$ cat src/rtl/mem_port_arbiter_pkg.sv
// Shared definitions for the instruction/data RAM port arbiter:
// op_code constants, FSM state encoding and requester-select encoding.
package mem_port_arbiter_pkg;

    localparam logic [3:0] OP_ADR = 4'b1100;
    localparam logic [3:0] OP_LDR = 4'b1101;
    localparam logic [3:0] OP_STR = 4'b1110;

    typedef enum logic [1:0] {
        ST_IDLE   = 2'd0,
        ST_ACCESS = 2'd1,
        ST_WAIT   = 2'd2
    } state_t;

    typedef enum logic {
        SEL_IF = 1'b0,
        SEL_D  = 1'b1
    } sel_t;

    // Only loads and stores touch the RAM; everything else is answered with an error.
    function automatic logic op_supported(input logic [3:0] op);
        return (op == OP_LDR) || (op == OP_STR);
    endfunction

endpackage

$ cat src/rtl/mem_arb_pick.sv
// Combinational winner selection between the fetch and data requesters.
// A requester whose ack is currently high is not eligible, so a request
// still held during its own ack cycle is not serviced twice.
// Optional macro MEM_ARB_RR_EN: round-robin on ties using the last-grant
// pointer; otherwise data always beats fetch on a tie.
module mem_arb_pick
    import mem_port_arbiter_pkg::*;
(
    input  logic if_req,
    input  logic if_ack,
    input  logic d_req,
    input  logic d_ack,
`ifdef MEM_ARB_RR_EN
    input  sel_t last_sel,
`endif
    output logic grant_valid,
    output sel_t grant_sel
);

    logic if_elig;
    logic d_elig;

    assign if_elig = if_req & ~if_ack;
    assign d_elig  = d_req & ~d_ack;

    // Pick a winner among the eligible requesters.
    always_comb begin
        grant_valid = if_elig | d_elig;
        grant_sel   = SEL_IF;
        if (if_elig && d_elig) begin
`ifdef MEM_ARB_RR_EN
            grant_sel = (last_sel == SEL_D) ? SEL_IF : SEL_D;
`else
            grant_sel = SEL_D;
`endif
        end else if (d_elig) begin
            grant_sel = SEL_D;
        end
    end

endmodule

$ cat src/rtl/mem_port_arbiter.sv
// Arbitrates a single-port synchronous RAM between the instruction-fetch
// port and the LDR/STR data port. Each access takes IDLE -> ACCESS -> WAIT,
// with the ack (and read data) registered on the edge leaving WAIT.
// Optional macro MEM_ARB_RR_EN: round-robin tie-breaking instead of
// fixed data-over-fetch priority.
module mem_port_arbiter
    import mem_port_arbiter_pkg::*;
#(
    parameter int ADDR_W = 32,
    parameter int DATA_W = 32
) (
    input  logic              Clk,
    input  logic              Reset,
    input  logic              if_req,
    input  logic [ADDR_W-1:0] if_addr,
    output logic [DATA_W-1:0] if_rdata,
    output logic              if_ack,
    input  logic              d_req,
    input  logic [3:0]        d_op,
    input  logic [ADDR_W-1:0] d_addr,
    input  logic [DATA_W-1:0] d_wdata,
    output logic [DATA_W-1:0] d_rdata,
    output logic              d_ack,
    output logic              d_err,
    output logic [ADDR_W-1:0] address_out,
    output logic [DATA_W-1:0] RAM_in,
    input  logic [DATA_W-1:0] RAM_out,
    output logic              RW,
    output logic              RAM_en,
    output logic              busy
);

    state_t            state_reg, state_next;
    sel_t              sel_reg, sel_next;
    logic              read_reg, read_next;
    logic              err_reg, err_next;
    logic [ADDR_W-1:0] address_reg, address_next;
    logic [DATA_W-1:0] ram_in_reg, ram_in_next;
    logic              rw_reg, rw_next;
    logic              ram_en_reg, ram_en_next;
    logic              busy_reg, busy_next;
    logic [DATA_W-1:0] if_rdata_reg, if_rdata_next;
    logic [DATA_W-1:0] d_rdata_reg, d_rdata_next;
    logic              if_ack_reg, if_ack_next;
    logic              d_ack_reg, d_ack_next;
    logic              d_err_reg, d_err_next;

    logic              grant_valid;
    sel_t              grant_sel;

`ifdef MEM_ARB_RR_EN
    sel_t              last_sel_reg, last_sel_next;
`endif

    mem_arb_pick u_pick (
        .if_req      (if_req),
        .if_ack      (if_ack_reg),
        .d_req       (d_req),
        .d_ack       (d_ack_reg),
`ifdef MEM_ARB_RR_EN
        .last_sel    (last_sel_reg),
`endif
        .grant_valid (grant_valid),
        .grant_sel   (grant_sel)
    );

    // Next-state and next-output logic; strobes default low, RW defaults to read.
    always_comb begin
        state_next    = state_reg;
        sel_next      = sel_reg;
        read_next     = read_reg;
        err_next      = err_reg;
        address_next  = address_reg;
        ram_in_next   = ram_in_reg;
        rw_next       = 1'b1;
        ram_en_next   = 1'b0;
        if_rdata_next = if_rdata_reg;
        d_rdata_next  = d_rdata_reg;
        if_ack_next   = 1'b0;
        d_ack_next    = 1'b0;
        d_err_next    = 1'b0;
`ifdef MEM_ARB_RR_EN
        last_sel_next = last_sel_reg;
`endif
        unique case (state_reg)
            ST_IDLE: begin
                if (grant_valid) begin
                    state_next = ST_ACCESS;
                    sel_next   = grant_sel;
`ifdef MEM_ARB_RR_EN
                    last_sel_next = grant_sel;
`endif
                    if (grant_sel == SEL_D) begin
                        err_next  = ~op_supported(d_op);
                        read_next = (d_op == OP_LDR);
                        if (op_supported(d_op)) begin
                            // The RAM strobe, address and direction are set up on
                            // the grant edge so they are valid throughout ACCESS.
                            ram_en_next  = 1'b1;
                            address_next = d_addr;
                            rw_next      = (d_op != OP_STR);
                            if (d_op == OP_STR) begin
                                ram_in_next = d_wdata;
                            end
                        end
                    end else begin
                        err_next     = 1'b0;
                        read_next    = 1'b1;
                        ram_en_next  = 1'b1;
                        address_next = if_addr;
                    end
                end
            end
            ST_ACCESS: begin
                state_next = ST_WAIT;
            end
            ST_WAIT: begin
                // RAM_out carries the read word during this cycle.
                state_next = ST_IDLE;
                if (sel_reg == SEL_IF) begin
                    if_ack_next   = 1'b1;
                    if_rdata_next = RAM_out;
                end else begin
                    d_ack_next = 1'b1;
                    d_err_next = err_reg;
                    if (read_reg) begin
                        d_rdata_next = RAM_out;
                    end
                end
            end
            default: begin
                state_next = ST_IDLE;
            end
        endcase
        busy_next = (state_next != ST_IDLE);
    end

    // State and registered outputs; reset abandons any access in flight.
    always_ff @(posedge Clk) begin
        if (Reset) begin
            state_reg    <= ST_IDLE;
            sel_reg      <= SEL_IF;
            read_reg     <= 1'b0;
            err_reg      <= 1'b0;
            address_reg  <= '0;
            ram_in_reg   <= '0;
            rw_reg       <= 1'b1;
            ram_en_reg   <= 1'b0;
            busy_reg     <= 1'b0;
            if_rdata_reg <= '0;
            d_rdata_reg  <= '0;
            if_ack_reg   <= 1'b0;
            d_ack_reg    <= 1'b0;
            d_err_reg    <= 1'b0;
`ifdef MEM_ARB_RR_EN
            last_sel_reg <= SEL_IF;
`endif
        end else begin
            state_reg    <= state_next;
            sel_reg      <= sel_next;
            read_reg     <= read_next;
            err_reg      <= err_next;
            address_reg  <= address_next;
            ram_in_reg   <= ram_in_next;
            rw_reg       <= rw_next;
            ram_en_reg   <= ram_en_next;
            busy_reg     <= busy_next;
            if_rdata_reg <= if_rdata_next;
            d_rdata_reg  <= d_rdata_next;
            if_ack_reg   <= if_ack_next;
            d_ack_reg    <= d_ack_next;
            d_err_reg    <= d_err_next;
`ifdef MEM_ARB_RR_EN
            last_sel_reg <= last_sel_next;
`endif
        end
    end

    assign if_rdata    = if_rdata_reg;
    assign if_ack      = if_ack_reg;
    assign d_rdata     = d_rdata_reg;
    assign d_ack       = d_ack_reg;
    assign d_err       = d_err_reg;
    assign address_out = address_reg;
    assign RAM_in      = ram_in_reg;
    assign RW          = rw_reg;
    assign RAM_en      = ram_en_reg;
    assign busy        = busy_reg;

endmodule

$ cat config.mk
export PLATFORM = sky130hd
export DESIGN_NAME = mem_port_arbiter
export DESIGN_NICKNAME = d
export VERILOG_FILES = /design/src/rtl/mem_port_arbiter_pkg.sv /design/src/rtl/mem_arb_pick.sv /design/src/rtl/mem_port_arbiter.sv
export SDC_FILE = /design/constraint.sdc
export NUM_CORES = 1
export LEC_CHECK = 0
export BUFFER_PORTS_ARGS = -buffer_cell sky130_fd_sc_hd__buf_4
export CELL_PAD_IN_SITES_DETAIL_PLACEMENT = 0
export CELL_PAD_IN_SITES_GLOBAL_PLACEMENT = 1
export CORE_MARGIN = 1.5
export CORE_UTILIZATION = 35
export CTS_BUF_LIST = sky130_fd_sc_hd__clkbuf_16
export DETAILED_ROUTE_END_ITERATION = 10
export GPL_ROUTABILITY_DRIVEN = 0
export HOLD_SLACK_MARGIN = 0.12
export PLACE_DENSITY = 0.84
export REMOVE_ABC_BUFFERS = 1
export SLEW_MARGIN = 25
export SYNTH_ARGS = -nofsm -noshare
export SYNTH_HDL_FRONTEND = slang
export SYNTH_HIERARCHICAL = 1
export SYNTH_SLANG_ARGS = --single-unit
$ cat constraint.sdc
create_clock -name Clk -period 4.84 [get_ports Clk]
set_input_delay 1.21 -clock Clk [delete_from_list [all_inputs] [get_ports Clk]]
set_output_delay 1.21 -clock Clk [all_outputs]
set_load 0.02 [all_outputs]
== Yosys cells after proc, flatten, opt, wreduce, memory -nomap -nowiden ==
Cells that the tools add are included.

* Register bits: 139
* Input port bits: 136
* Output and inout port bits: 134
* Word-level logic and storage cells: 56

* Equality and inequality tests: 6
* Mux-type cells: 12
* Bitwise logic cells: 11
* Reductions and logical operators: 13

{| class="wikitable"
|+ Operators with widths
! cell !! number
|-
| $mux W32 || 2
|-
| $eq A4 B4 Y1 const B || 2
|-
| $mux W1 || 8
|-
| $not A1 Y1 || 8
|-
| $reduce_and A3 Y1 || 2
|-
| $reduce_or A3 Y1 || 2
|-
| $reduce_and A5 Y1 || 1
|-
| $reduce_or A5 Y1 || 1
|-
| $ne A4 B4 Y1 const B || 1
|-
| $pmux W2 S2 || 1
|-
| $reduce_and A2 Y1 || 2
|-
| $and A1 B1 Y1 || 2
|-
| $eq A2 B1 Y1 const B || 1
|-
| $eq A2 B2 Y1 const B || 1
|-
| $logic_not A2 Y1 || 1
|-
| $mux W2 || 1
|-
| $ne A2 B1 Y1 const B || 1
|-
| $reduce_bool A2 Y1 || 1
|-
| $reduce_or A2 Y1 || 1
|-
| $logic_and A1 B1 Y1 || 1
|-
| $logic_or A1 B1 Y1 || 1
|-
| $or A1 B1 Y1 || 1
|}

== Depth between registers and ports, before layout ==
* Depth after elaboration: 6
* Depth in mapped cells: 7
* Depth with buffers taken out: 5

== Modules after synthesis ==
Netlist, hierarchy kept.

{| class="wikitable"
|+ By module, submodules not included
! module !! instances !! cells each !! area each (µm²) !! sequential area each (µm²)
|-
| mem_port_arbiter || 1 || 636 || 5590.4 || 2782.7
|-
| mem_arb_pick || 1 || 3 || 25.0 || 0.0
|}

== Least setup slack after synthesis ==
OpenSTA, ideal clock, no wires.

* Kind: input-to-reg
* Start: in d_req
* End: reg address_reg[16], in the netlist address_out[16]
* Setup time: 0.139 ns
* Arrival time: 2.518 ns
* Required time: 4.701 ns
* Slack: 2.183 ns
* Stages: 7
* Path buffers: 2
* Cells stage by stage: nor2b_4 > a21o_1 > or3b_4 > buf_2 > clkbuf_1 > a211oi_1 > a221oi_1

* Elaborated cells between the ends (all ways): 8
* Those cells by class: eq/ne: 1; mux: 3; bitwise: 2; reduce/logical: 2

{| class="wikitable"
|+ RTL lines
! item !! line !! RTL
|-
| from (decl) || mem_port_arbiter.sv:18 || <nowiki>input logic d_req,</nowiki>
|-
| $and A1 B1 Y1 || mem_arb_pick.sv:24 || <nowiki>assign d_elig = d_req & ~d_ack;</nowiki>
|-
| $or A1 B1 Y1 || mem_arb_pick.sv:28 || <nowiki>grant_valid = if_elig | d_elig;</nowiki>
|-
| net grant_valid || mem_port_arbiter.sv:48 || <nowiki>logic grant_valid;</nowiki>
|-
| $reduce_and A3 Y1 (no source line) || - ||
|-
| to (signal assigned) || mem_port_arbiter.sv:163 || <nowiki>address_reg <= address_next;</nowiki>
|-
| to (decl) || mem_port_arbiter.sv:37 || <nowiki>logic [ADDR_W-1:0] address_reg, address_next;</nowiki>
|}

The timed path passes the listed nets, and every way through them passes these cells.
A chain may end at the register's enable or synchronous reset.

== Final worst setup path ==
* Start: in d_req
* End: reg ram_in_reg[26], in the netlist RAM_in[26]

* Word-level cells in the longest chain between the ends: 4
* Elaborated cells between the ends (all ways): 6
* Those cells by class: mux: 2; bitwise: 2; reduce/logical: 2

{| class="wikitable"
|+ RTL lines
! item !! line !! RTL
|-
| $and A1 B1 Y1 * || mem_arb_pick.sv:24 ||
|-
| $mux W1 or $logic_and A1 B1 Y1 (tied branches) || mem_arb_pick.sv:36, mem_arb_pick.sv:30 ||
|-
| $mux W1 * || mem_arb_pick.sv:30 || <nowiki>if (if_elig && d_elig) begin</nowiki>
|-
| net grant_sel || mem_port_arbiter.sv:49 || <nowiki>sel_t grant_sel;</nowiki>
|-
| $reduce_and A5 Y1 (no source line) * || - ||
|-
| to (signal assigned) || mem_port_arbiter.sv:164 || <nowiki>ram_in_reg <= ram_in_next;</nowiki>
|-
| to (decl) || mem_port_arbiter.sv:38 || <nowiki>logic [DATA_W-1:0] ram_in_reg, ram_in_next;</nowiki>
|}

Mark *: on every way through the listed nets, which the timed path passes. The rest lies on a longest branch.

==> flow_summary.rst <==
.. list-table::
   :header-rows: 1

   * - Metric
     - Value
   * - Most area-hungry cell type in the Yosys netlist
     - sky130_fd_sc_hd__dfxtp_1
   * - Maximum number of pins on one net before global-route repair
     - 114
   * - Leading post-synthesis cells by cell area
     - sky130_fd_sc_hd__dfxtp_1, sky130_fd_sc_hd__nand2_1, sky130_fd_sc_hd__nand2b_1
   * - DP Area
     - 0.007742 mm^2
   * - Die X
     - 129.7 um
   * - Num Clock Sinks
     - 139
   * - Sequential power share
     - 39.8%
   * - Global-route wire length before repair
     - 24.95 mm
   * - Initial antenna violation count
     - 0
   * - CTS H-tree lvls
     - 4
   * - Most numerous cell types in the synthesized netlist
     - sky130_fd_sc_hd__dfxtp_1, sky130_fd_sc_hd__nand2_1, sky130_fd_sc_hd__a21oi_1
   * - Synthesis-to-finish area growth
     - 49.49%
   * - Core region area
     - 0.01577 mm^2
   * - Family with the most delay on the worst path
     - buffers and inverters
   * - Power density normalized to cell area
     - 364.4 mW/mm^2
   * - Post_cts resized
     - 0
   * - Via count
     - 5173
   * - CP required
     - 5.18 ns
   * - Worst stage delay on the critical path
     - 0.54 ns
   * - Number of standard-cell rows in the floorplan
     - 46
   * - Clock latency on the worst-skew pair
     - 0.41 ns
   * - Ys Warns
     - 6
   * - Shortest period the worst path allows
     - 2.936 ns
   * - Number of placed instances, taps included
     - 1079
   * - Post-route total power
     - 3.059 mW
   * - Detail Route Antenna Nets
     - 0
   * - Total overflow reported by the global router
     - 0
   * - Aggregate routed wire length
     - 16.26 mm
   * - DRC
     - 0
   * - Status
     - complete, no violations
   * - Final worst-path cycle share
     - 60.65%
   * - Final setup slack of the worst path
     - 1.904 ns
   * - Most common cell type on the critical path
     - sky130_fd_sc_hd__buf_4
   * - Clock network power share
     - 47.3%
   * - PortBufs
     - 269
   * - Number of CTS-inserted buffers
     - 17
   * - Cell-internal power
     - 2.340 mW
   * - Post-synth top area share
     - 49.55%
   * - Setup repair after global routing missed its margin
     - no
   * - TNS Setup
     - 0 ns
   * - Number of standard cells in the layout, taps in and fillers out
     - 1110
   * - Multi-input gate area
     - 0.002486 mm^2
   * - Leakage power summed over all cells
     - 3.471 nW
   * - Routed length per placed instance
     - 14.65 um
   * - Sum of net half-perimeters after detailed placement
     - 10.86 mm
   * - Number of hold violations in the final report
     - 0
   * - 1st-iter DRT viols
     - 258
   * - Startpoint type of the worst setup path
     - primary input
   * - Maximum vdd ir drop
     - 0.0002290 V
   * - Arrival @ worst endpoint
     - 3.28 ns
   * - Kind of end point of the critical path
     - flop
   * - Cell Chain, Critical Path
     - buf_4 -> nor2b_4 -> buf_4 -> nand4bb_1 -> nor4b_2 -> buf_4 -> mux2i_1
   * - Hold bufs inserted after CTS
     - 0
   * - Ant diodes
     - 0
   * - Commonest register cell after synthesis
     - sky130_fd_sc_hd__dfxtp_1
   * - Distinct cell type count of the synthesized netlist
     - 32
   * - Number of top-level pins
     - 270
   * - Mean instance size in the synthesized netlist
     - 8.788 um^2
   * - Min-delay worst type
     - flop to flop
   * - Comb pwr share
     - 12.9%
   * - Switching share of power
     - 23.49%
   * - CTS clock-pin slew for the worst setup and hold paths
     - 0.06 ns
   * - Max Clock Freq
     - 0.3406 GHz
   * - Count of flip-flops with a built-in enable after synthesis
     - 0
   * - TritonCTS clock tree
     - done
   * - Reg area
     - 0.002783 mm^2
   * - Count of buffering cells on the critical path with inverters included
     - 3
   * - Count of filler cells inserted in the layout
     - 1543
   * - Post-synthesis async set-or-reset flop share
     - 0%
   * - WHS
     - 0.4527 ns
   * - Die footprint
     - 0.01681 mm^2
   * - Count of nets after finishing
     - 1018
   * - Root buffer cell
     - sky130_fd_sc_hd__clkbuf_16
   * - Final worst clock skew
     - 0.005855 ns
   * - Post-route cell area
     - 0.008394 mm^2
   * - # setup viols final
     - 0
   * - Critical-path maximum fanout
     - 69
   * - Tightest slew margin relative to the limit
     - 35.50%
   * - Gate count after technology mapping
     - 639
   * - Post-synthesis sequential element count
     - 139
   * - Layout cell share with drive strength beyond 1
     - 35.01%
   * - Number of iterations in the first detailed-routing pass
     - 5
   * - Avg Vias per Cell
     - 4.660
   * - Total of max-cap violations
     - 0
   * - Chip height
     - 129.7 um
   * - Total standard cell area after synthesis
     - 0.005615 mm^2
   * - Minimum setup slack after placement
     - 1.545 ns
   * - Number of global-route vias before repair
     - 4870
   * - Number of buffers between clock root and the deepest sink
     - 2
   * - Net Sw Power
     - 0.7186 mW
   * - Starting utilization of the core area
     - 35.61%
   * - Combined global-route utilization of all metal layers
     - 19.24%
   * - Buffers inserted by post-CTS timing repair
     - 0
   * - Final standard cell utilization of the core
     - 53.23%
   * - Worst Tran Pin Value
     - 0.9676 ns
   * - Setup CP Type
     - primary input to flop
   * - Worst path slowest cell
     - sky130_fd_sc_hd__buf_4
   * - Most common cell in the synthesized netlist
     - sky130_fd_sc_hd__dfxtp_1
   * - Sequential share of the synthesized area
     - 49.55%
   * - Number of max-slew violations in the final report
     - 0
==> worst paths after layout <==
kind | from | end | slack, ns | cells past startpoint
max reg2reg | d_ack | RAM_in[26] | 2.42 | 6
max | d_req | RAM_in[26] | 1.90 | 7
min reg2reg | d_rdata[2] | d_rdata[2] | 0.45 | 2
min | d_rdata[2] | d_rdata[2] | 0.45 | 2
==> metal layers <==
metal / routed length, um / up-vias / GRT usage, %
met3: 1106 / 23 / 6.771
met5: 0 / - / 0
met2: 7809 / 142 / 30.91
met4: 358 / 0 / 8.562
li1: - / 2630 / -
met1: 6989 / 2378 / 23.24
==> layout by cell type, fill, tap and decap left out, drive strengths merged <==
master / count
and2: 2
clkinv: 7
or2: 1
a211o: 1
a21o: 2
or3b: 2
clkbuf: 17
nand3b: 1
inv: 33
nand4bb: 1
a211oi: 32
a21boi: 1
mux2i: 32
buf: 277
nand2b: 65
nor2: 2
nor2b: 33
nor3b: 2
nor4bb: 1
nor4b: 1
nand4b: 2
nand2: 131
a221oi: 32
o21ai: 1
dfxtp: 139
and4b: 1
a21oi: 66
o31ai: 1
bufinv: 6
xnor2: 1
clkinvlp: 1
==> cell families (layout without fill, tap and decap cells) <==
logic type      after synthesis  in the layout  synth area share, %
mux                          32             32                5.704
flops                       139            139                49.55
compound gates              136            136                16.09
simple gates                245            245                22.06
buf+inv                      86            341                6.439
xor+xnor                      1              1               0.1560
==> worst reg2reg max path, stage by stage, from the launching register on <==
cell and delay (ns):
sky130_fd_sc_hd__dfxtp_1 0.36, sky130_fd_sc_hd__nor2b_4 0.14, sky130_fd_sc_hd__buf_4 0.54, sky130_fd_sc_hd__nand4bb_1 0.25
sky130_fd_sc_hd__nor4b_2 0.27, sky130_fd_sc_hd__buf_4 0.51, sky130_fd_sc_hd__mux2i_1 0.27
==> cell type report <==
class / instances / share of cell area, %
clock buffer: 17 / 5.068
clock inverter: 14 / 2.698
inverter: 33 / 1.476
multi-input combinational: 414 / 29.62
sequential: 139 / 33.15
tap: 216 / 3.220
timing repair buffer: 277 / 24.77
==> power groups by stage <==
stage / logic [mW] / clock network (mW) / registers [mW]
final: 0.396 / 1.45 / 1.22
after global routing: 0.428 / 1.53 / 1.22
after CTS: 0.399 / 1.48 / 1.22
after detailed placement: 0.398 / 0 / 1.24
after global placement: 0.397 / 0 / 1.24
after floorplan: 0.132 / 0 / 1.29
(Power assumes the default switching activity.)
